**src/rtl/sa_move_feeder_if.sv**
```systemverilog
// Load/start handshake from the array controller and the push stream into row 0 of a column.
interface sa_move_feeder_if #(
  parameter int DATA_WIDTH = 32,
  parameter int CNT_WIDTH  = 8
);
  logic                  clear;
  logic [DATA_WIDTH-1:0] load_data;
  logic                  load_valid;
  logic                  load_last;
  logic                  load_ready;
  logic                  start;
  logic [CNT_WIDTH-1:0]  replay_cnt;
  logic                  busy;
  logic                  done;
  logic [DATA_WIDTH-1:0] move_buff_out;
  logic                  move_buff_out_valid;

  modport master (
    output clear, load_data, load_valid, load_last, start, replay_cnt,
    input  load_ready, busy, done, move_buff_out, move_buff_out_valid
  );

  modport slave (
    input  clear, load_data, load_valid, load_last, start, replay_cnt,
    output load_ready, busy, done, move_buff_out, move_buff_out_valid
  );
endinterface

```
**src/rtl/sa_move_feeder.sv**
```systemverilog
// Stages one word set and streams it (optionally replayed) into a spatial-array column.
// Define SA_FEED_REPLAY_EN to honour replay_cnt; otherwise every start sends one pass.
module sa_move_feeder #(
  parameter int DATA_WIDTH = 32,
  parameter int BUFF_DEPTH = 16,
  parameter int CNT_WIDTH  = 8
) (
  input  logic            clk,
  input  logic            rst,
  sa_move_feeder_if.slave f
);
  localparam int PW = $clog2(BUFF_DEPTH);
  localparam int LW = PW + 1;
  localparam logic [PW-1:0] PTR_ONE = PW'(1);
  localparam logic [PW-1:0] PTR_MAX = PW'(BUFF_DEPTH - 1);
  localparam logic [LW-1:0] LEN_ONE = LW'(1);

  typedef enum logic [1:0] {IDLE, LOADED, STREAM, DONE} state_t;

  state_t                state, state_nx;
  logic [PW-1:0]         wr_ptr, rd_ptr;
  logic [LW-1:0]         set_len, last_idx;
  logic                  at_last, last_pass, stream_now;
  logic                  ld_we, ld_end, rd_start, rd_wrap, rd_inc;
  logic [DATA_WIDTH-1:0] mem [BUFF_DEPTH];
  logic [DATA_WIDTH-1:0] data_q;
  logic                  valid_q, busy_q, done_q;

  assign last_idx   = set_len - LEN_ONE;
  assign at_last    = ({1'b0, rd_ptr} == last_idx);
  assign stream_now = (state == STREAM) && !f.clear;

`ifdef SA_FEED_REPLAY_EN
  localparam logic [CNT_WIDTH-1:0] CNT_ONE = CNT_WIDTH'(1);
  logic [CNT_WIDTH-1:0] pass, pass_max;

  always_ff @(posedge clk or negedge rst) begin
    if (!rst) begin
      pass     <= '0;
      pass_max <= '0;
    end else if (f.clear) begin
      pass <= '0;
    end else if (rd_start) begin
      pass     <= '0;
      pass_max <= f.replay_cnt;
    end else if (rd_wrap) begin
      pass <= pass + CNT_ONE;
    end
  end

  assign last_pass = (pass == pass_max);
`else
  logic replay_unused;
  assign replay_unused = ^f.replay_cnt;
  assign last_pass     = 1'b1;
`endif

  always_ff @(posedge clk or negedge rst) begin
    if (!rst) state <= IDLE;
    else      state <= state_nx;
  end

  always_comb begin
    state_nx = state;
    ld_we    = 1'b0;
    ld_end   = 1'b0;
    rd_start = 1'b0;
    rd_wrap  = 1'b0;
    rd_inc   = 1'b0;
    if (f.clear) begin
      state_nx = IDLE;
    end else begin
      case (state)
        IDLE: begin
          if (f.load_valid) begin
            ld_we = 1'b1;
            // A full buffer closes the set even without load_last.
            if (f.load_last || (wr_ptr == PTR_MAX)) begin
              ld_end   = 1'b1;
              state_nx = LOADED;
            end
          end
        end
        LOADED: begin
          if (f.start) begin
            rd_start = 1'b1;
            state_nx = STREAM;
          end
        end
        STREAM: begin
          if (at_last) begin
            if (last_pass) state_nx = DONE;
            else           rd_wrap  = 1'b1;
          end else begin
            rd_inc = 1'b1;
          end
        end
        DONE:    state_nx = LOADED;
        default: state_nx = IDLE;
      endcase
    end
  end

  always_ff @(posedge clk or negedge rst) begin
    if (!rst) begin
      wr_ptr  <= '0;
      rd_ptr  <= '0;
      set_len <= '0;
    end else if (f.clear) begin
      wr_ptr  <= '0;
      rd_ptr  <= '0;
      set_len <= '0;
    end else begin
      if (ld_we)  wr_ptr  <= wr_ptr + PTR_ONE;
      if (ld_end) set_len <= {1'b0, wr_ptr} + LEN_ONE;
      if (rd_start || rd_wrap) rd_ptr <= '0;
      else if (rd_inc)         rd_ptr <= rd_ptr + PTR_ONE;
    end
  end

  // Staging buffer keeps its contents through reset; only pointers are cleared.
  always_ff @(posedge clk) begin
    if (ld_we) mem[wr_ptr] <= f.load_data;
  end

  // Output register stage
  always_ff @(posedge clk or negedge rst) begin
    if (!rst) begin
      data_q  <= '0;
      valid_q <= 1'b0;
      busy_q  <= 1'b0;
      done_q  <= 1'b0;
    end else begin
      data_q  <= stream_now ? mem[rd_ptr] : '0;
      valid_q <= stream_now;
      busy_q  <= (state_nx == STREAM);
      done_q  <= (state == DONE) && !f.clear;
    end
  end

  assign f.move_buff_out       = data_q;
  assign f.move_buff_out_valid = valid_q;
  assign f.busy                = busy_q;
  assign f.done                = done_q;
  assign f.load_ready          = (state == IDLE);
endmodule

```
**src/flat_wrapper.sv**
```systemverilog
// flat-port wrapper written by rule: the top's interface ports become plain ports
module sa_move_feeder_flat 
#(
  parameter int DATA_WIDTH = 32,
  parameter int BUFF_DEPTH = 16,
  parameter int CNT_WIDTH  = 8
)
  (clk, rst, f_clear, f_load_data, f_load_valid, f_load_last, f_start, f_replay_cnt, f_load_ready, f_busy, f_done, f_move_buff_out, f_move_buff_out_valid);
  sa_move_feeder_if #(.DATA_WIDTH(DATA_WIDTH), .CNT_WIDTH(CNT_WIDTH)) f_i ();
  input  logic clk;
  input  logic rst;
  input wire logic [$bits(f_i.clear)-1:0] f_clear;
  input wire logic [$bits(f_i.load_data)-1:0] f_load_data;
  input wire logic [$bits(f_i.load_valid)-1:0] f_load_valid;
  input wire logic [$bits(f_i.load_last)-1:0] f_load_last;
  input wire logic [$bits(f_i.start)-1:0] f_start;
  input wire logic [$bits(f_i.replay_cnt)-1:0] f_replay_cnt;
  output wire logic [$bits(f_i.load_ready)-1:0] f_load_ready;
  output wire logic [$bits(f_i.busy)-1:0] f_busy;
  output wire logic [$bits(f_i.done)-1:0] f_done;
  output wire logic [$bits(f_i.move_buff_out)-1:0] f_move_buff_out;
  output wire logic [$bits(f_i.move_buff_out_valid)-1:0] f_move_buff_out_valid;
  assign f_i.clear = f_clear;
  assign f_i.load_data = f_load_data;
  assign f_i.load_valid = f_load_valid;
  assign f_i.load_last = f_load_last;
  assign f_i.start = f_start;
  assign f_i.replay_cnt = f_replay_cnt;
  assign f_load_ready = f_i.load_ready;
  assign f_busy = f_i.busy;
  assign f_done = f_i.done;
  assign f_move_buff_out = f_i.move_buff_out;
  assign f_move_buff_out_valid = f_i.move_buff_out_valid;
  sa_move_feeder #(.DATA_WIDTH(DATA_WIDTH), .BUFF_DEPTH(BUFF_DEPTH), .CNT_WIDTH(CNT_WIDTH)) u_core (.clk(clk), .rst(rst), .f(f_i));
endmodule
```
**config.mk**
```make
export PLATFORM = sky130hd
export DESIGN_NAME = sa_move_feeder_flat
export DESIGN_NICKNAME = d
export VERILOG_FILES = /design/src/rtl/sa_move_feeder_if.sv /design/src/rtl/sa_move_feeder.sv /design/src/flat_wrapper.sv
export SDC_FILE = /design/constraint.sdc
export NUM_CORES = 1
export LEC_CHECK = 0
export CAP_MARGIN = 20
export CORE_MARGIN = 1.5
export CORE_UTILIZATION = 55
export CTS_BUF_LIST = sky130_fd_sc_hd__clkbuf_4
export DETAILED_ROUTE_END_ITERATION = 6
export PLACE_DENSITY = 0.73
export SLEW_MARGIN = 0
export SYNTH_ARGS = -nofsm -noshare
export SYNTH_HDL_FRONTEND = slang
export SYNTH_SLANG_ARGS = --single-unit
```
**constraint.sdc**
```tcl
create_clock -name clk -period 8 [get_ports clk]
set_input_delay 2.4 -clock clk [delete_from_list [all_inputs] [get_ports clk]]
set_output_delay 2.4 -clock clk [all_outputs]
set_load 0.01 [all_outputs]
```
== Word-level counts from Yosys, hierarchy flattened ==
Memories as Yosys holds them, arrays and structs flattened.
Index checks and enable logic that the tools add are counted.
Word-level totals
  bits in read-only memories: 0
  bits in latches: 0
  register bits after elaboration: 50
  output and inout port bits: 36
  memory bits (writable): 512
  word-level logic and storage cells: 56
  memories: 1
Memories
  u_core.mem: words 16, width 32, rd ports 1, clocked after Yosys merged registers in 0, wr ports 1, RTL line sa_move_feeder.sv:25  | logic [DATA_WIDTH-1:0] mem [BUFF_DEPTH];
Cells by class
  div/mod/pow operators: 0
  multiply operators: 0
  order comparisons: 0
  equal/unequal tests: 6
  shift-type cells: 0
  reduce and logical (&&, ||, !) cells: 8
  add/subtract/negate cells: 4
  multiplexer cells: 29
  bitwise operators: 0
Operator list (number)
  2-to-1 mux 32 bit: 1
  2-to-1 mux 4 bit: 5
  2-to-1 mux 1 bit: 15
  2-to-1 mux 2 bit: 5
  2-to-1 mux 5 bit: 2
  adder 4 x 1 -> 4 bit (second input constant): 2
  case mux 2 bit (4 select lines): 1
  == test 2 bit (second input constant): 3
  adder 4 x 1 -> 5 bit (second input constant): 1
  == test 4 x 5 -> 1 bit: 1
  subtractor 5 x 1 -> 5 bit (second input constant): 1
  == test 4 bit (second input constant): 1
  nonzero test 2 bit: 2
  nonzero test 3 bit: 1
  == test 2 x 1 -> 1 bit (second input constant): 1
  logical AND 1 bit: 2
  logical NOT 2 bit: 1
  logical NOT 1 bit: 1
  logical OR 1 bit: 1

== Depth between registers and ports, before layout ==
Gate-level depths: netlist (run 1).
  depth after elaboration: 8
  depth in mapped cells: 8
  mapped depth without buffers: 7

== Worst setup path after synthesis (run 1) ==
OpenSTA, ideal clock, no wires.
  path kind: input -> register
  from: input port f_load_valid
  to: memory u_core.mem[3][0], enable pin
  stages on the path: 4
  data arrival time: 5.049 ns
  slack: 2.490 ns
  data required time: 7.539 ns
  buffers on the path: 0
  cell sequence: nand2_1 -> nor2_1 -> nand2_1 -> nor3_1
Between the ends
  longest elaborated chain between the ends: 5
Ends and longest elaborated chain
  from (decl): RTL line flat_wrapper.sv:14  | input wire logic [$bits(f_i.load_valid)-1:0] f_load_valid;
  2-to-1 mux 1 bit: RTL line sa_move_feeder.sv:75  | if (f.load_valid) begin
  2-to-1 mux 1 bit: RTL line sa_move_feeder.sv:73  | case (state)
  2-to-1 mux 1 bit: RTL line sa_move_feeder.sv:70  | if (f.clear) begin
  2-to-1 mux 1 bit: RTL line sa_move_feeder.sv:123  | if (ld_we) mem[wr_ptr] <= f.load_data;
  2-to-1 mux 1 bit (not written as such): RTL line sa_move_feeder.sv:123
  to (decl): RTL line sa_move_feeder.sv:25
No other way between the ends.

== Worst setup path after layout (run 1) ==
  from: register u_core.state[1]
  to: output port f_load_ready
Between the ends
  longest elaborated chain between the ends: 1
Ends and longest elaborated chain
  from (decl): RTL line sa_move_feeder.sv:20  | state_t state, state_nx;
  from (signal assigned): RTL line sa_move_feeder.sv:60  | else state <= state_nx;
  logical NOT 2 bit: RTL line sa_move_feeder.sv:145  | assign f.load_ready = (state == IDLE);
  to (decl): RTL line flat_wrapper.sv:18  | output wire logic [$bits(f_i.load_ready)-1:0] f_load_ready;
No other way between the ends.

==> results of run 1 <==
-- cell families after synthesis --
logic type	share of synthesized area, %
AOI/OAI and AO/OA	0.541
buffers and inverters	1.38
DFF	78.1
muxes	17.0
xor gates and xnor gates	0.453
adders and majority gates	0.353
and+or+nand+nor	2.13
-- placed cells by master, fill, tap and decap left out, drive strengths merged, types with 2 or more instances in the layout --
cell             n
clkbuf         211
nor3b            2
nand2            8
a211oi           4
ha               6
o21ai            2
nand3            5
clkinv          24
bufinv           7
xor2             4
and3b            2
edfxtp         512
and3             3
a21oi            4
nor2            21
inv             15
dfrtp           50
nor3             6
buf             26
nand2b           2
mux4           160
clkdlybuf4s50   72
nor2b           33
xnor2            7
-- layout make-up --
class,instances,area (um2)
diodes,1,2.50
flip-flops and latches,562,16600
clock inverters,37,348
inverters,10,37.5
well taps,511,639
repair buffers,98,942
multi-input cells,280,4480
clock buffers,211,1580
fillers,2501,13200
-- flip-flops by register name, summed over array words and instances, names as in the netlist --
signal,cells
u_core.f.move_buff_out,32
u_core.f.move_buff_out_valid,1
u_core.wr_ptr,4
u_core.rd_ptr,4
u_core.set_len,5
u_core.state,2
u_core.mem,512
u_core.f.done,1
u_core.f.busy,1
-- worst paths after layout --
kind | start | endpoint | slack [ns]
setup / recovery | u_core.state[1] | f_load_ready | 3.48
hold / removal | u_core.state[0] | u_core.f.done | 0.56
setup reg to reg | u_core.rd_ptr[2] | u_core.f.move_buff_out[22] | 4.68
hold reg to reg | u_core.state[0] | u_core.f.done | 0.56
max in group asynchronous | rst | u_core.rd_ptr[0] | 5.61
min in group asynchronous | rst | u_core.wr_ptr[0] | 1.77
-- Yosys cell counts --
library cell	n	area share (%)
sky130_fd_sc_hd__a211o_1	1	0.041
sky130_fd_sc_hd__a211oi_1	4	0.14
sky130_fd_sc_hd__a21oi_1	4	0.094
sky130_fd_sc_hd__a221o_1	1	0.047
sky130_fd_sc_hd__a22o_1	1	0.041
sky130_fd_sc_hd__a41oi_1	1	0.041
sky130_fd_sc_hd__and2_1	1	0.029
sky130_fd_sc_hd__and3_1	3	0.088
sky130_fd_sc_hd__and3b_1	2	0.082
sky130_fd_sc_hd__buf_1	11	0.19
sky130_fd_sc_hd__buf_2	9	0.21
sky130_fd_sc_hd__buf_6	10	0.53
sky130_fd_sc_hd__clkbuf_1	15	0.26
sky130_fd_sc_hd__dfrtp_1	50	5.9
sky130_fd_sc_hd__edfxtp_1	512	72
sky130_fd_sc_hd__ha_1	6	0.35
sky130_fd_sc_hd__inv_1	8	0.14
sky130_fd_sc_hd__inv_2	2	0.035
sky130_fd_sc_hd__mux2_2	1	0.053
sky130_fd_sc_hd__mux2i_1	1	0.047
sky130_fd_sc_hd__mux4_2	160	17
sky130_fd_sc_hd__nand2_1	8	0.14
sky130_fd_sc_hd__nand2b_1	2	0.059
sky130_fd_sc_hd__nand3_1	5	0.12
sky130_fd_sc_hd__nand4_1	1	0.029
sky130_fd_sc_hd__nor2_1	21	0.37
sky130_fd_sc_hd__nor2b_1	33	0.97
sky130_fd_sc_hd__nor3_1	6	0.14
sky130_fd_sc_hd__nor3b_1	2	0.071
sky130_fd_sc_hd__o211a_1	1	0.047
sky130_fd_sc_hd__o21ai_0	2	0.047
sky130_fd_sc_hd__o32ai_1	1	0.041
sky130_fd_sc_hd__or3_1	1	0.029
sky130_fd_sc_hd__xnor2_1	7	0.29
sky130_fd_sc_hd__xor2_1	4	0.16
-- metrics by stage --
stage | hold WS (ns) | worst slack [ns] | instance area, um2
floorplan | 0.502 | 2.49 | 21300
global placement | 0.537 | 2.63 | 22700
detailed placement | 0.553 | 2.54 | 22700
CTS | 0.559 | 3.38 | 24600
global route | 0.592 | 3.29 | 24700
finish | 0.561 | 3.48 | 24700
-- worst reg2reg max path: cells and delay by family, from the launching register on --
kind / cells / cell delay, ns
muxes: 2 / 0.97
buffers and inverters: 1 / 0.92
and+or+nand+nor: 1 / 0.16
DFF: 1 / 1.16
-- layer usage --
| layer | wire length (um) | up-vias |
|---|---|---|
| met2 | 20800 | 330 |
| met4 | 436 | 2 |
| met1 | 17800 | 5275 |
| li1 | - | 4257 |
| met3 | 2610 | 41 |
| met5 | 12 | - |
-- report_power, final --
group	switching [W]	internal, W	total (W)
Sequential	0.0000200	0.00323	0.00325
Clock	0.00108	0.00143	0.00252
Combinational	0.000117	0.000114	0.000231
Total	0.00122	0.00478	0.00600
==> run metrics, run 1 <==
ratio of cells with drive above 1 in the final layout 36.5%; worst reg-to-reg path cell count 4; Critical Path Fanout Max 6; quantity of I/O buffers inserted on ports 73; Most Used Layer, Global Route met2; # clock sinks 562; Max-Cap Viols 0; Pleak 7.98 nW; total detailed-routing wirelength 41600 um; YS warnings 0; number of remaining DRC errors 0; final total negative setup slack 0 ns; total chip power 0.00600 W; Syn Inst Count 897; Syn Nets 949; Total Die Area 39900 um2; number of global-route vias before repair 10400; kind of cell adding the most delay to the critical path buffers and inverters; shortest clock period the worst path allows after layout 4.52 ns; sequential fraction of the synthesis area 78.1%; Iteration-0 DRC Markers 819; CP cell instances nor2_1 > clkdlybuf4s50_1; Core Region 37800 um2; vias post-DR 9905; Max Slew Vio Count 0; per-instance average area after synthesis 23.7 um2; wire length of the first global-routing pass 62800 um; met1 Use GR 31.0%; GRT overflow 0; setup fix buffers added after clock tree synthesis 0; Routed wire per std cell 24.3 um; measured slew at the worst slew-check pin 1.12 ns; antenna violations before repair 2; number of buffers created by CTS 140; count of instances resized after the clock tree is built 0; min-delay worst type reg -> reg; setup repair after global routing missed its margin no; count of different cell masters after synthesis 35; Final Cycle Share 56.5%; deepest level of the CTS H-tree 4; worst ir drop on vdd 0.133 mV; die width 200 um; met2 Track Usage GR 35.0%; Yosys reg bits 562; global routing usage summed across all routing layers 22.2%; Finished Core Util 65.2%; final weighted congestion of routability-driven global placement 0.737; clock tree from TritonCTS done; Post-Syn Area 21300 um2; DRT antenna net count 0; Layout Cells excl Fill 1710; maximum number of pins on one net before global-route repair 88; Initial DRT Pass Iterations 4; number of buffers inserted by hold repair at cts 0; cell count after placement 1459; status complete, no violations; floorplan row count 71; buffer and inverter count on the worst path 1; setup violators final 0; DR vias/cell 5.79; Setup Skew 0.0557 ns; net total in the final layout 1144; sort of element at the start of the critical path flop; synth-to-layout area growth 15.9%; pwr/cell area 243 nW/um2; Crit Path Category reg -> out; worst path arrival time 2.12 ns; Critical Path Slowest Stage Cell sky130_fd_sc_hd__clkdlybuf4s50_1; maximum clock insertion buffer count 3; Critical Path Max Stage Delay 0.61 ns; cell depth of the worst hold path 1; count of final hold-check violations 0; max_slew headroom 25.6%; routing usage on met3 5.89%; die outline height 200 um; required time of the critical path 5.60 ns; clk root buf sky130_fd_sc_hd__clkbuf_4; Boundary Pins 82; critical path depth in cells 2; upper clock frequency limit 221 MHz; crit end category primary output; insertion delay to the later sink of the worst-skew pair 0.81 ns; clock transition at the registers of the reported paths 0.06 ns; initial standard-cell utilization of the core 56.2%; dpl hpwl 20200 um
No activity file was read; power rests on OpenSTA's default activity.
==> run 2: changes to the inputs <==
==> constraint.sdc (replaced) <==
create_clock -name clk -period 4.7 [get_ports clk]
set_input_delay 1.41 -clock clk [delete_from_list [all_inputs] [get_ports clk]]
set_output_delay 1.41 -clock clk [all_outputs]
set_load 0.01 [all_outputs]
==> run metrics, run 2 (synthesis gave the netlist of run 1 again) <==
status complete, no violations; switching share of total power 20.7% (+0.41 points); Finished Core Util 65.1% (about the same); DR vias/cell 5.83 (+0.62%); insertion delay to the later sink of the worst-skew pair 0.81 ns (about the same); vias post-DR 9961 (+0.57%); maximum number of pins on one net before global-route repair 66 (-25%); # clock sinks 562 (unchanged); P_int 0.00794 W (+66%); Critical Path Slowest Stage Cell sky130_fd_sc_hd__clkdlybuf4s50_1; clock transition at the registers of the reported paths 0.06 ns (about the same); kind of cell adding the most delay to the critical path buffers and inverters; Pleak 7.93 nW (-0.58%); setup violators final 0 (unchanged); Seq. cell area 16600 um2 (unchanged); most common cell after layout, fill and taps aside sky130_fd_sc_hd__edfxtp_1; GRT overflow 0 (unchanged); pwr/cell area 406 nW/um2 (+67%); ratio of cells with drive above 1 in the final layout 36.0% (-0.47 points); Clock power frac 40.7% (-1.2 points); Initial DRT Pass Iterations 5 (+1); proportion of power drawn by flip-flops and latches 55.2% (+1.0 points); clock tree from TritonCTS done; clk root buf sky130_fd_sc_hd__clkbuf_4; CP cell instances nor2_1 > clkdlybuf4s50_1; deepest level of the CTS H-tree 4 (unchanged); initial standard-cell utilization of the core 56.2% (unchanged); synth-to-layout area growth 15.8% (about the same); Final Cycle Share 74.9%; buffer and inverter count on the worst path 1 (unchanged); sort of element at the start of the critical path flop; crit end category primary output; Critical Path Max Stage Delay 0.61 ns (about the same); Critical Path Fanout Max 6 (unchanged); Setup Skew 0.0399 ns (-0.0157 ns); measured slew at the worst slew-check pin 0.717 ns (-0.399 ns); dpl hpwl 21000 um (+3.9%); Crit Path Category reg -> out; total detailed-routing wirelength 41500 um (-0.28%); Max Slew Vio Count 0 (unchanged); area used by multi-input combinational logic 4480 um2 (unchanged); Iteration-0 DRC Markers 831 (+1.5%); count of final hold-check violations 0 (unchanged); number of remaining DRC errors 0 (unchanged); min-delay worst type reg -> reg; combinational power share 4.0% (about the same); Max-Cap Viols 0 (unchanged); Routed wire per std cell 24.3 um (-0.23%); wire length of the first global-routing pass 62700 um (-0.13%); worst path arrival time 2.11 ns (about the same); fill cell instance count of the final layout 2517 (+0.64%); net switching power 0.00208 W (+70%); count of instances resized after the clock tree is built 0 (unchanged); shortest clock period the worst path allows after layout 3.52 ns; number of global-route vias before repair 10400 (+0.15%); Boundary Pins 82 (unchanged); die outline height 200 um (unchanged); Largest register FFs 512 (unchanged); Total Die Area 39900 um2 (unchanged); top register by number of flip-flops u_core.mem; number of buffers inserted by hold repair at cts 0 (unchanged); net total in the final layout 1148 (+0.35%); number of buffers created by CTS 139 (-0.71%); quantity of I/O buffers inserted on ports 73 (unchanged); DRT antenna net count 0 (unchanged); setup fix buffers added after clock tree synthesis 0 (unchanged); commonest cells after routing, fill and taps aside sky130_fd_sc_hd__edfxtp_1, sky130_fd_sc_hd__clkbuf_4, sky130_fd_sc_hd__mux4_2; Core Region 37800 um2 (unchanged); max_slew headroom 52.2% (+27 points); antenna violations before repair 1 (-1); final weighted congestion of routability-driven global placement 0.755 (+2.5%); setup repair after global routing missed its margin no; worst ir drop on vdd 0.192 mV (+44%); floorplan row count 71 (unchanged); final total negative setup slack 0 ns (unchanged); global routing usage summed across all routing layers 22.2% (-0.038 points); upper clock frequency limit 284 MHz; maximum clock insertion buffer count 3 (unchanged); required time of the critical path 3.29 ns (-2.31 ns); die width 200 um (unchanged)
run 2: power by group through the flow:
stage               Combinational, W  Clock [W]  Sequential, W
floorplan                   0.000246          0        0.00563
global placement            0.000402          0        0.00563
detailed placement          0.000410          0        0.00564
CTS                         0.000412    0.00419        0.00553
global route                0.000441    0.00446        0.00553
finish                      0.000403    0.00408        0.00553
run 2: area by class of cell:
cell class,count,share of cell area [%]
well taps,511,2.59
clock buffers,200,6.09
diodes,1,0.0102
multi-input cells,280,18.2
inverters,10,0.152
repair buffers,103,4.16
clock inverters,42,1.31
flip-flops and latches,562,67.5
run 2: metal layers:
layer / global-route usage [%] / vias to the layer above / share of wire [%]
li1: - / 4262 / -
met3: 4.91 / 53 / 6.7
met2: 35.2 / 400 / 50
met4: 7.35 / 0 / 1.6
met5: 0 / - / 0
met1: 31.2 / 5246 / 42
run 2: worst paths after layout:
check	from	to	slack, ns	cells after the start
min in group asynchronous	rst	u_core.f.move_buff_out[7]	0.66	1
max in group asynchronous	rst	u_core.f.move_buff_out[19]	3.17	2
max	u_core.state[1]	f_load_ready	1.18	2
min reg2reg	u_core.wr_ptr[0]	u_core.set_len[0]	0.56	1
min	u_core.wr_ptr[0]	u_core.set_len[0]	0.56	1
max reg2reg	u_core.rd_ptr[0]	u_core.f.move_buff_out[14]	2.03	4
run 2: stage by stage:
stage                     hold WS [ns]  total power [W]  setup WS (ns)  std cells  area (um2)
after detailed placement         0.544          0.00605          0.839       1465       22800
after global placement           0.534          0.00604          0.927       1465       22800
after CTS                        0.564           0.0101           1.10       1707       24600
after global routing             0.596           0.0104           1.03       1709       24600
final                            0.561           0.0100           1.18       1709       24600
after floorplan                  0.502          0.00588          0.180        897       21300
==> run 3: changes to the inputs <==
==> constraint.sdc (replaced) <==
create_clock -name clk -period 3.4 [get_ports clk]
set_input_delay 1.02 -clock clk [delete_from_list [all_inputs] [get_ports clk]]
set_output_delay 1.02 -clock clk [all_outputs]
set_load 0.01 [all_outputs]
==> run metrics, run 3 (synthesis gave the netlist of run 1 again) <==
status complete, no violations; Critical Path Max Stage Delay 0.60 ns (about the same); met1 Use GR 30.6% (-0.60 points); number of remaining DRC errors 0 (unchanged); CP cell instances nor2_1 > clkdlybuf4s50_1; ratio of cells with drive above 1 in the final layout 37.3% (+1.3 points); commonest cells after routing, fill and taps aside sky130_fd_sc_hd__edfxtp_1, sky130_fd_sc_hd__clkbuf_4, sky130_fd_sc_hd__mux4_2; setup violators final 0 (unchanged); number of buffers inserted by hold repair at cts 0 (unchanged); met2 Track Usage GR 35.4% (+0.14 points); quantity of I/O buffers inserted on ports 73 (unchanged); clk root buf sky130_fd_sc_hd__clkbuf_4; setup repair after global routing missed its margin no; die width 200 um (unchanged); Layout Cells excl Fill 1722 (+0.76%); minimum setup slack after placement 0.267 ns (-0.572 ns); deepest level of the CTS H-tree 4 (unchanged); DRT antenna net count 0 (unchanged); required time of the critical path 2.38 ns (-0.91 ns); combinational power share 4.1% (about the same); initial standard-cell utilization of the core 56.2% (unchanged); routing usage on met3 5.22% (+0.30 points); net switching power 0.00286 W (+38%); maximum clock insertion buffer count 3 (unchanged); synth-to-layout area growth 17.6%; clock transition at the registers of the reported paths 0.06 ns (about the same); Iteration-0 DRC Markers 842 (+1.3%); number of global-route vias before repair 10500 (+1.0%); floorplan row count 71 (unchanged); P_int 0.0112 W (+41%); shortest clock period the worst path allows after layout 3.16 ns; vias post-DR 9849 (-1.1%); DR vias/cell 5.72 (-1.9%); antenna violations before repair 3 (+2); switching share of total power 20.4% (-0.37 points); crit end category primary output; Setup Skew 0.0493 ns (+0.00937 ns); min-delay worst type in -> async; # clock sinks 562 (unchanged); Core Region 37800 um2 (unchanged); Reg2Reg Launch Point u_core.rd_ptr[0]; worst setup slack after layout 0.239 ns (-0.940 ns); Largest register FFs 512 (unchanged); Initial DRT Pass Iterations 4 (-1); Crit Path Category reg -> out; Final Cycle Share 93.0%; max_slew headroom 42.7% (-9.5 points); Max Slew Vio Count 0 (unchanged); worst path arrival time 2.14 ns (+0.03 ns); worst ir drop on vdd 0.318 mV (+66%); number of buffers created by CTS 141 (+1.4%); final total negative setup slack 0 ns (unchanged); total chip power 0.0140 W (+40%); GRT overflow 0 (unchanged); most common cell after layout, fill and taps aside sky130_fd_sc_hd__edfxtp_1; insertion delay to the later sink of the worst-skew pair 0.81 ns (about the same); clock tree from TritonCTS done; dpl hpwl 21600 um (+2.8%); maximum number of pins on one net before global-route repair 42 (-36%); proportion of power drawn by flip-flops and latches 54.4% (-0.8 points); count of instances resized after the clock tree is built 0 (unchanged); measured slew at the worst slew-check pin 0.859 ns (+0.142 ns); cell count after placement 1479 (+0.96%); net total in the final layout 1163 (+1.3%); top register by number of flip-flops u_core.mem; Routed wire per std cell 24.0 um (-1.1%); global routing usage summed across all routing layers 22.2% (about the same); Max-Cap Viols 0 (unchanged); wire length of the first global-routing pass 62700 um (about the same); Most Used Layer, Global Route met2; crit path from u_core.state[1]; Clock power frac 41.4% (+0.7 points); total detailed-routing wirelength 41400 um (-0.32%); pwr/cell area 561 nW/um2 (+38%); Critical Path Fanout Max 6 (unchanged); die outline height 200 um (unchanged); Boundary Pins 82 (unchanged); count of final hold-check violations 0 (unchanged); Critical Path Slowest Stage Cell sky130_fd_sc_hd__clkdlybuf4s50_1; Total Die Area 39900 um2 (unchanged); setup fix buffers added after clock tree synthesis 0 (unchanged); sort of element at the start of the critical path flop; Pleak 8.08 nW (+1.9%); final weighted congestion of routability-driven global placement 0.777 (+2.9%); upper clock frequency limit 316 MHz
-- run 3: changes by cell type in the layout (fill, tap and decap cells not counted), sizes merged --
cell / change
clkinv: -10
clkinvlp: -4
bufinv: +1
clkbuf: +12
inv: +1
buf: +13
-- run 3: critical path: cells and delay by family (launching register included) --
kind	cells	cell delay, ns
flip-flops	1	0.43
AND/OR/NAND/NOR	1	0.30
buffers and inverters	1	0.60
-- run 3: metal layers --
layer | up-vias | share of wire [%] | wire length [um]
li1 | 4276 | - | -
met1 | 5155 | 42 | 17200
met2 | 354 | 51 | 20900
met3 | 60 | 6.2 | 2580
met4 | 4 | 1.5 | 615
met5 | - | 0.053 | 22
-- run 3: final cells by class --
type / instances / area (um2)
antenna: 1 / 2.50
tap: 511 / 639
sequential: 562 / 16600
multi-input combinational: 280 / 4500
clock buffer: 212 / 1590
timing repair buffer: 116 / 1350
inverter: 10 / 37.5
fill: 2495 / 12800
clock inverter: 30 / 279
-- run 3: per-stage QoR --
step	hold WS (ns)	area, um2	util [%]
2_1_floorplan	0.502	21300	-
3_3_place_gp	0.532	23200	61.2
3_5_place_dp	0.545	23200	61.2
4_1_cts	0.113	25000	66.2
5_1_grt	0.146	25000	66.2
6_report	0.182	25000	66.2
-- run 3: power by group through the flow --
stage          sequential (W)  combinational (W)  clock [W]
3_5_place_dp          0.00779           0.000589          0
4_1_cts               0.00765           0.000592    0.00598
3_3_place_gp          0.00779           0.000577          0
6_report              0.00764           0.000581    0.00582
2_1_floorplan         0.00778           0.000341          0
5_1_grt               0.00765           0.000631    0.00633
-- run 3: path summary, 6_finish.rpt --
| path | to | slack (ns) | depth (start not counted) |
|---|---|---|---|
| worst min-delay path | u_core.wr_ptr[1] | 0.18 | 1 |
| min in group clk | u_core.set_len[0] | 0.56 | 1 |
| worst max-delay path | f_load_ready | 0.24 | 2 |
| worst max register to register | u_core.f.move_buff_out[25] | 0.88 | 4 |
| max in group asynchronous | u_core.f.move_buff_out[9] | 2.51 | 2 |
| worst min register to register | u_core.set_len[0] | 0.56 | 1 |
